### config.mk
export PLATFORM = sky130hd
export DESIGN_NAME = writeback_unit
export DESIGN_NICKNAME = d
export VERILOG_FILES = /design/src/rtl/writeback_unit.sv
export SDC_FILE = /design/constraint.sdc
export NUM_CORES = 1
export LEC_CHECK = 0
export ABC_AREA = 1
export ABC_CLOCK_PERIOD_IN_PS = 8900
export BUFFER_PORTS_ARGS = -buffer_cell sky130_fd_sc_hd__buf_2
export CAP_MARGIN = 15
export CORE_MARGIN = 5
export CORE_UTILIZATION = 45
export DETAILED_ROUTE_END_ITERATION = 10
export GPL_TIMING_DRIVEN = 1
export MAX_ROUTING_LAYER = met4
export PLACE_DENSITY = 0.74
export SYNTH_ARGS = -nofsm -noshare
export SYNTH_HDL_FRONTEND = slang
export SYNTH_SLANG_ARGS = --single-unit
### constraint.sdc
create_clock -name clock -period 8.9 [get_ports clock]
set_input_delay 1.78 -clock clock [delete_from_list [all_inputs] [get_ports clock]]
set_output_delay 1.78 -clock clock [all_outputs]
set_load 0.05 [all_outputs]
### src/rtl/writeback_unit.sv
// writeback_unit: merges ALU and load results through an in-order FIFO onto the
// single register-file write port, with a per-register pending-write scoreboard.
module writeback_unit #(
    parameter int DEPTH = 4
) (
    input  logic                       clock,
    input  logic                       rst,
    input  logic                       mem_valid,
    output logic                       mem_ready,
    input  logic [4:0]                 mem_dest,
    input  logic [31:0]                mem_data,
    input  logic                       alu_valid,
    output logic                       alu_ready,
    input  logic [4:0]                 alu_dest,
    input  logic [31:0]                alu_data,
    output logic                       wr,
    output logic [4:0]                 control,
    output logic [31:0]                write_back_reg,
    output logic [15:0]                busy,
    output logic [$clog2(DEPTH+1)-1:0] count
);
    localparam int AW = $clog2(DEPTH);
    localparam int CW = $clog2(DEPTH + 1);
    localparam int PW = $clog2(DEPTH + 2);

    logic [3:0]    dest_q [DEPTH];
    logic [31:0]   data_q [DEPTH];
    logic [AW-1:0] wptr_q, wptr_d, rptr_q, rptr_d, alu_slot;
    logic [CW-1:0] count_q, count_d;
    logic          wr_q;
    logic [3:0]    ctl_q;
    logic [31:0]   wbd_q;
    logic [PW-1:0] pend_q [16];
    logic          mem_enq, alu_enq, deq;
    logic [1:0]    enq_n;

    assign mem_ready = count_q < CW'(DEPTH);
    assign alu_ready = count_q < CW'(DEPTH - 1);

    // Destinations >= 16 complete the handshake but never occupy a slot.
    always_comb begin
        mem_enq  = mem_valid && mem_ready && !mem_dest[4];
        alu_enq  = alu_valid && alu_ready && !alu_dest[4];
        deq      = count_q != '0;
        enq_n    = 2'(mem_enq) + 2'(alu_enq);
        alu_slot = wptr_q + AW'(mem_enq);
        wptr_d   = wptr_q + AW'(enq_n);
        rptr_d   = rptr_q + AW'(deq);
        count_d  = count_q + CW'(enq_n) - CW'(deq);
    end

    always_ff @(posedge clock) begin
        if (mem_enq) begin
            dest_q[wptr_q] <= mem_dest[3:0];
            data_q[wptr_q] <= mem_data;
        end
        if (alu_enq) begin
            dest_q[alu_slot] <= alu_dest[3:0];
            data_q[alu_slot] <= alu_data;
        end
    end

    always_ff @(posedge clock) begin
        if (rst) begin
            wptr_q  <= '0;
            rptr_q  <= '0;
            count_q <= '0;
            wr_q    <= 1'b0;
            ctl_q   <= '0;
            wbd_q   <= '0;
        end else begin
            wptr_q  <= wptr_d;
            rptr_q  <= rptr_d;
            count_q <= count_d;
            wr_q    <= deq;
            if (deq) begin
                ctl_q <= dest_q[rptr_q];
                wbd_q <= data_q[rptr_q];
            end
        end
    end

    // A register stays busy until the write sitting in the output register retires.
    for (genvar r = 0; r < 16; r++) begin : g_pend
        logic [1:0]    inc;
        logic          dec;
        logic [PW-1:0] pend_d;
        always_comb begin
            inc    = 2'(mem_enq && mem_dest[3:0] == 4'(r)) + 2'(alu_enq && alu_dest[3:0] == 4'(r));
            dec    = wr_q && ctl_q == 4'(r);
            pend_d = pend_q[r] + PW'(inc) - PW'(dec);
        end
        always_ff @(posedge clock) begin
            if (rst) pend_q[r] <= '0;
            else pend_q[r] <= pend_d;
        end
        assign busy[r] = pend_q[r] != '0;
    end

    assign wr             = wr_q;
    assign control        = {1'b0, ctl_q};
    assign write_back_reg = wbd_q;
    assign count          = count_q;
endmodule

### After elaboration in Yosys (flattened, before gate mapping)

Memories as Yosys holds them, arrays and structs flattened. A register that Yosys moved wholly into a read port is not among the register bits.
Cells that the tools add are included.

* add/sub/neg operators: 54
* $lt $le $gt $ge: 2
* eq/ne operators: 45
* muxes and demuxes: 23
* bitwise operators: 16
* reduce and logical (&&, ||, !) cells: 74

Operator list (number)
* equality test 4 bit (second input constant): 24
* logical AND 1 bit: 52
* adder 3 x 2 -> 3 bit: 17
* nonzero test 3 bit: 17
* subtractor 3 x 1 -> 3 bit: 17
* equality test 4 x 3 -> 1 bit (second input constant): 12
* two-way mux 3 bit: 16
* adder 1 x 1 -> 2 bit: 17
* equality test 4 x 2 -> 1 bit (second input constant): 6
* OR 1 bit: 16
* equality test 4 x 1 -> 1 bit (second input constant): 3
* logical NOT 4 bit: 3
* two-way mux 1 bit: 7
* adder 2 x 1 -> 2 bit: 2
* less-than comparator 3 x 2 -> 1 bit (second input constant): 1
* less-than comparator 3 bit (second input constant): 1
* adder 2 bit: 1
* logical NOT 1 bit: 2

* register bits after elaboration: 8
* RAM bits: 192
* bits of input ports: 78
* output and inout bits: 59
* word-level logic and storage cells: 221
* memories: 3

Memory list
* data_q: depth 4, width 32, rd ports 1, clocked after Yosys merged registers in 1, wr ports 2, RTL line 27 `logic [31:0] data_q [DEPTH];`
* pend_q: depth 16, width 3, rd ports 16, clocked after Yosys merged registers in 0, wr ports 16, RTL line 33 `logic [PW-1:0] pend_q [16];`
* dest_q: depth 4, width 4, rd ports 1, clocked after Yosys merged registers in 1, wr ports 2, RTL line 26 `logic [3:0] dest_q [DEPTH];`

### Logic depth before layout (Yosys ltp)

* depth after elaboration: 8
* gate-level depth with buffers: 16
* depth with buffers taken out: 14

### Worst setup path before layout

Ideal clock, no wire load.

* path type: in2reg
* start point: in mem_valid
* end point: mem data_q[0][0], enable pin
* setup time: 479 ps
* arrival: 4750 ps
* required time: 8421 ps
* slack: 3671 ps
* cell stages on the path: 4
* buffers on the path: 0
* path through: nand2_1 -> nor2_2 -> nand2_1 -> o21ai_0

RTL lines
* start, declared: RTL line 8 `input logic mem_valid,`
* end, declared: RTL line 27

==> metrics.yaml <==
design_area_um2: 14030
track_usage_pct: 20.47
synth-async-reset-ratio_pct: 0
grt_max_degree: 78
fp.dieArea_um2: 30910
yosys.area.top_type: "edfxtp_1"
final_common_cell: "nand2_1"
final_antenna_net_count: 0
finalCritPeriodShare_pct: 53.40
final_max_slew_viol_count: 0
crit-reg2reg-launch: "count[2]"
tns_ns: 0
setup_viol: 0
wl_per_cell_um: 15.77
clkSinkCount: 236
critPathKind: "in -> reg"
synthTopCellsByArea: "edfxtp_1, nand2_1, dfxtp_1"
ys_warn_count: 0
crit_chain: "buf_2, nor2_1, inv_1, nor2_8, nand2_2, nand2_2"
final_cell_mix: "nand2_1, nand3_1, edfxtp_1"
fin_crit_ns: 4.753
rows: 60
dpl_cell_area_um2: 13150
drive_above_1_share_pct: 12.75
cts_buffers: 26
synthCells: 1502
clock_skew_ns: 0.02746
hold_class: "reg -> reg"
synth_top_flop_cell: "edfxtp_1"
cts_resized: 0
insertion_delay_ns: 0.55
p_leak_nw: 6.659
maxCapViolations: 0
r2r_slack_ns: 5.19
io_buffers: 135
cp.arrival_ns: 4.91
grt_pass1_vias: 10065
rsz0062_at_grt: "no"
max_clock_freq_ghz: 0.2104
grt_overflow: 0
die_width_um: 175.8
antenna_cells: 0
largest_reg_flops: 128
vias_per_cell: 5.151
worstPathRequired_ns: 9.05
drt_iter0_markers: 789
slew_headroom_pct: 30.34
core_area_um2: 27030
hold_viol_final: 0
end_kind: "flop"
powerDensity_nw_per_um2: 305.7
syn_to_final_growth_pct: 13.39
synth_top_area_share_pct: 34.95
vias: 10081
cts-hold-fix-buffers: 0
ys_seq_area_share_pct: 49.84
start_kind: "primary input"
min_from: "pend_q[1][22]"
worst_pin_slew_ns: 1.045
clockBufferDepth: 3
hpwlAfterDp_mm: 19.71
crit_slowest_cell: "nand2_2"
fillers: 2415
multi_input_area_um2: 5346
fp.dieH_um: 175.8
cts_tree: "yes"
antenna_found_initial: 0
io-pin-count: 137
synth_area_um2: 12370
path_common_cell: "nand2_2"
synth_nets: 1636
gp_congestion: 0.8684
drt-total-wl_mm: 30.86
clkTransAtPathRegs_ns: 0.06
h-tree-depth: 1
ir_drop_mv: 0.1881
nets: 1730
outcome: "completed"
grt_pass1_wl_mm: 50.33
drt_pass1_iterations: 5
cts_root_buffer: "clkbuf_16"
final_util_pct: 51.90
initial_core_util_pct: 45.77
synth_edf_count: 144
setup.worst_path.start: "alu_dest[4]"
critPathMaxStageDelay_ns: 1.03
cp_max_fo: 77
regArea_um2: 6168
synth_seq_cells: 236
synth_cell_types: 32
post_cts_buffers: 0
drcViolationCount: 0
postSynthAreaPerCell_um2: 8.236
==> worst max-delay path, delay by kind of cell <==
kind | cells | cell delay (ns)
buffers and inverters | 2 | 0.24
and+or+nand+nor | 4 | 2.86
==> power breakdown <==
part	total, W	switching (W)	leakage, nW	internal (W)
Sequential	0.00154	0.000132	2.07	0.00141
Clock	0.00109	0.000441	0.429	0.000651
Combinational	0.00165	0.00125	4.16	0.000406
Total	0.00429	0.00182	6.66	0.00247
==> Yosys cell counts (4+ instances only) <==
cell	n
a21oi_1	43
and2_1	11
buf_1	5
buf_2	22
buf_6	11
clkbuf_1	34
dfxtp_1	92
edfxtp_1	144
fa_1	33
ha_1	23
inv_1	125
nand2_1	599
nand3_1	154
nor2_1	97
nor3_1	4
o21ai_0	48
or3_1	7
xnor2_1	7
xor2_1	18
==> final cells by class <==
| cell class | count | area share, % |
|---|---|---|
| Timing Repair Buffer | 142 | 5.191 |
| Sequential cell | 236 | 43.97 |
| Inverter | 128 | 3.425 |
| Tap cell | 341 | 3.042 |
| Multi-Input combinational cell | 1062 | 38.11 |
| Clock inverter | 7 | 0.7849 |
| Clock buffer | 41 | 5.468 |
==> through the flow <==
stage	instances	setup WS (ns)	total power (W)	hold WS (ns)
finish	1957	4.147	0.004288	0.4740
global route	1957	3.961	0.004540	0.4887
floorplan	1502	3.671	0.002792	0.4389
CTS	1957	4.177	0.004310	0.4757
global placement	1909	3.671	0.003180	0.4415
detailed placement	1909	3.623	0.003217	0.4733
==> kinds of logic after synthesis <==
logic type                 count (synthesis)  share of synthesized area (%)
DFF                                      236                          49.84
adders and majority gates                 56                          7.667
buffers and inverters                    204                          7.181
xor gates and xnor gates                  25                          1.770
other                                      1                        0.03031
and+or+nand+nor                          887                          29.72
AOI/OAI and AO/OA                         93                          3.793
==> per-layer routing <==
| layer | vias to the layer above | global-route usage [%] | wire, um |
|---|---|---|---|
| li1 | 4947 | - | - |
| met1 | 4687 | 24.95 | 12640 |
| met2 | 384 | 35.06 | 15210 |
| met3 | 63 | 2.777 | 2076 |
| met4 | 0 | 7.277 | 930 |
| met5 | - | - | 0 |
==> path summary, 6_finish.rpt <==
path | cells after the start | endpoint
setup / recovery | 6 | dest_q[3][3]
hold / removal | 2 | pend_q[1][23]
setup reg to reg | 5 | dest_q[3][3]
hold reg to reg | 2 | pend_q[1][23]
(Power assumes the default switching activity.)
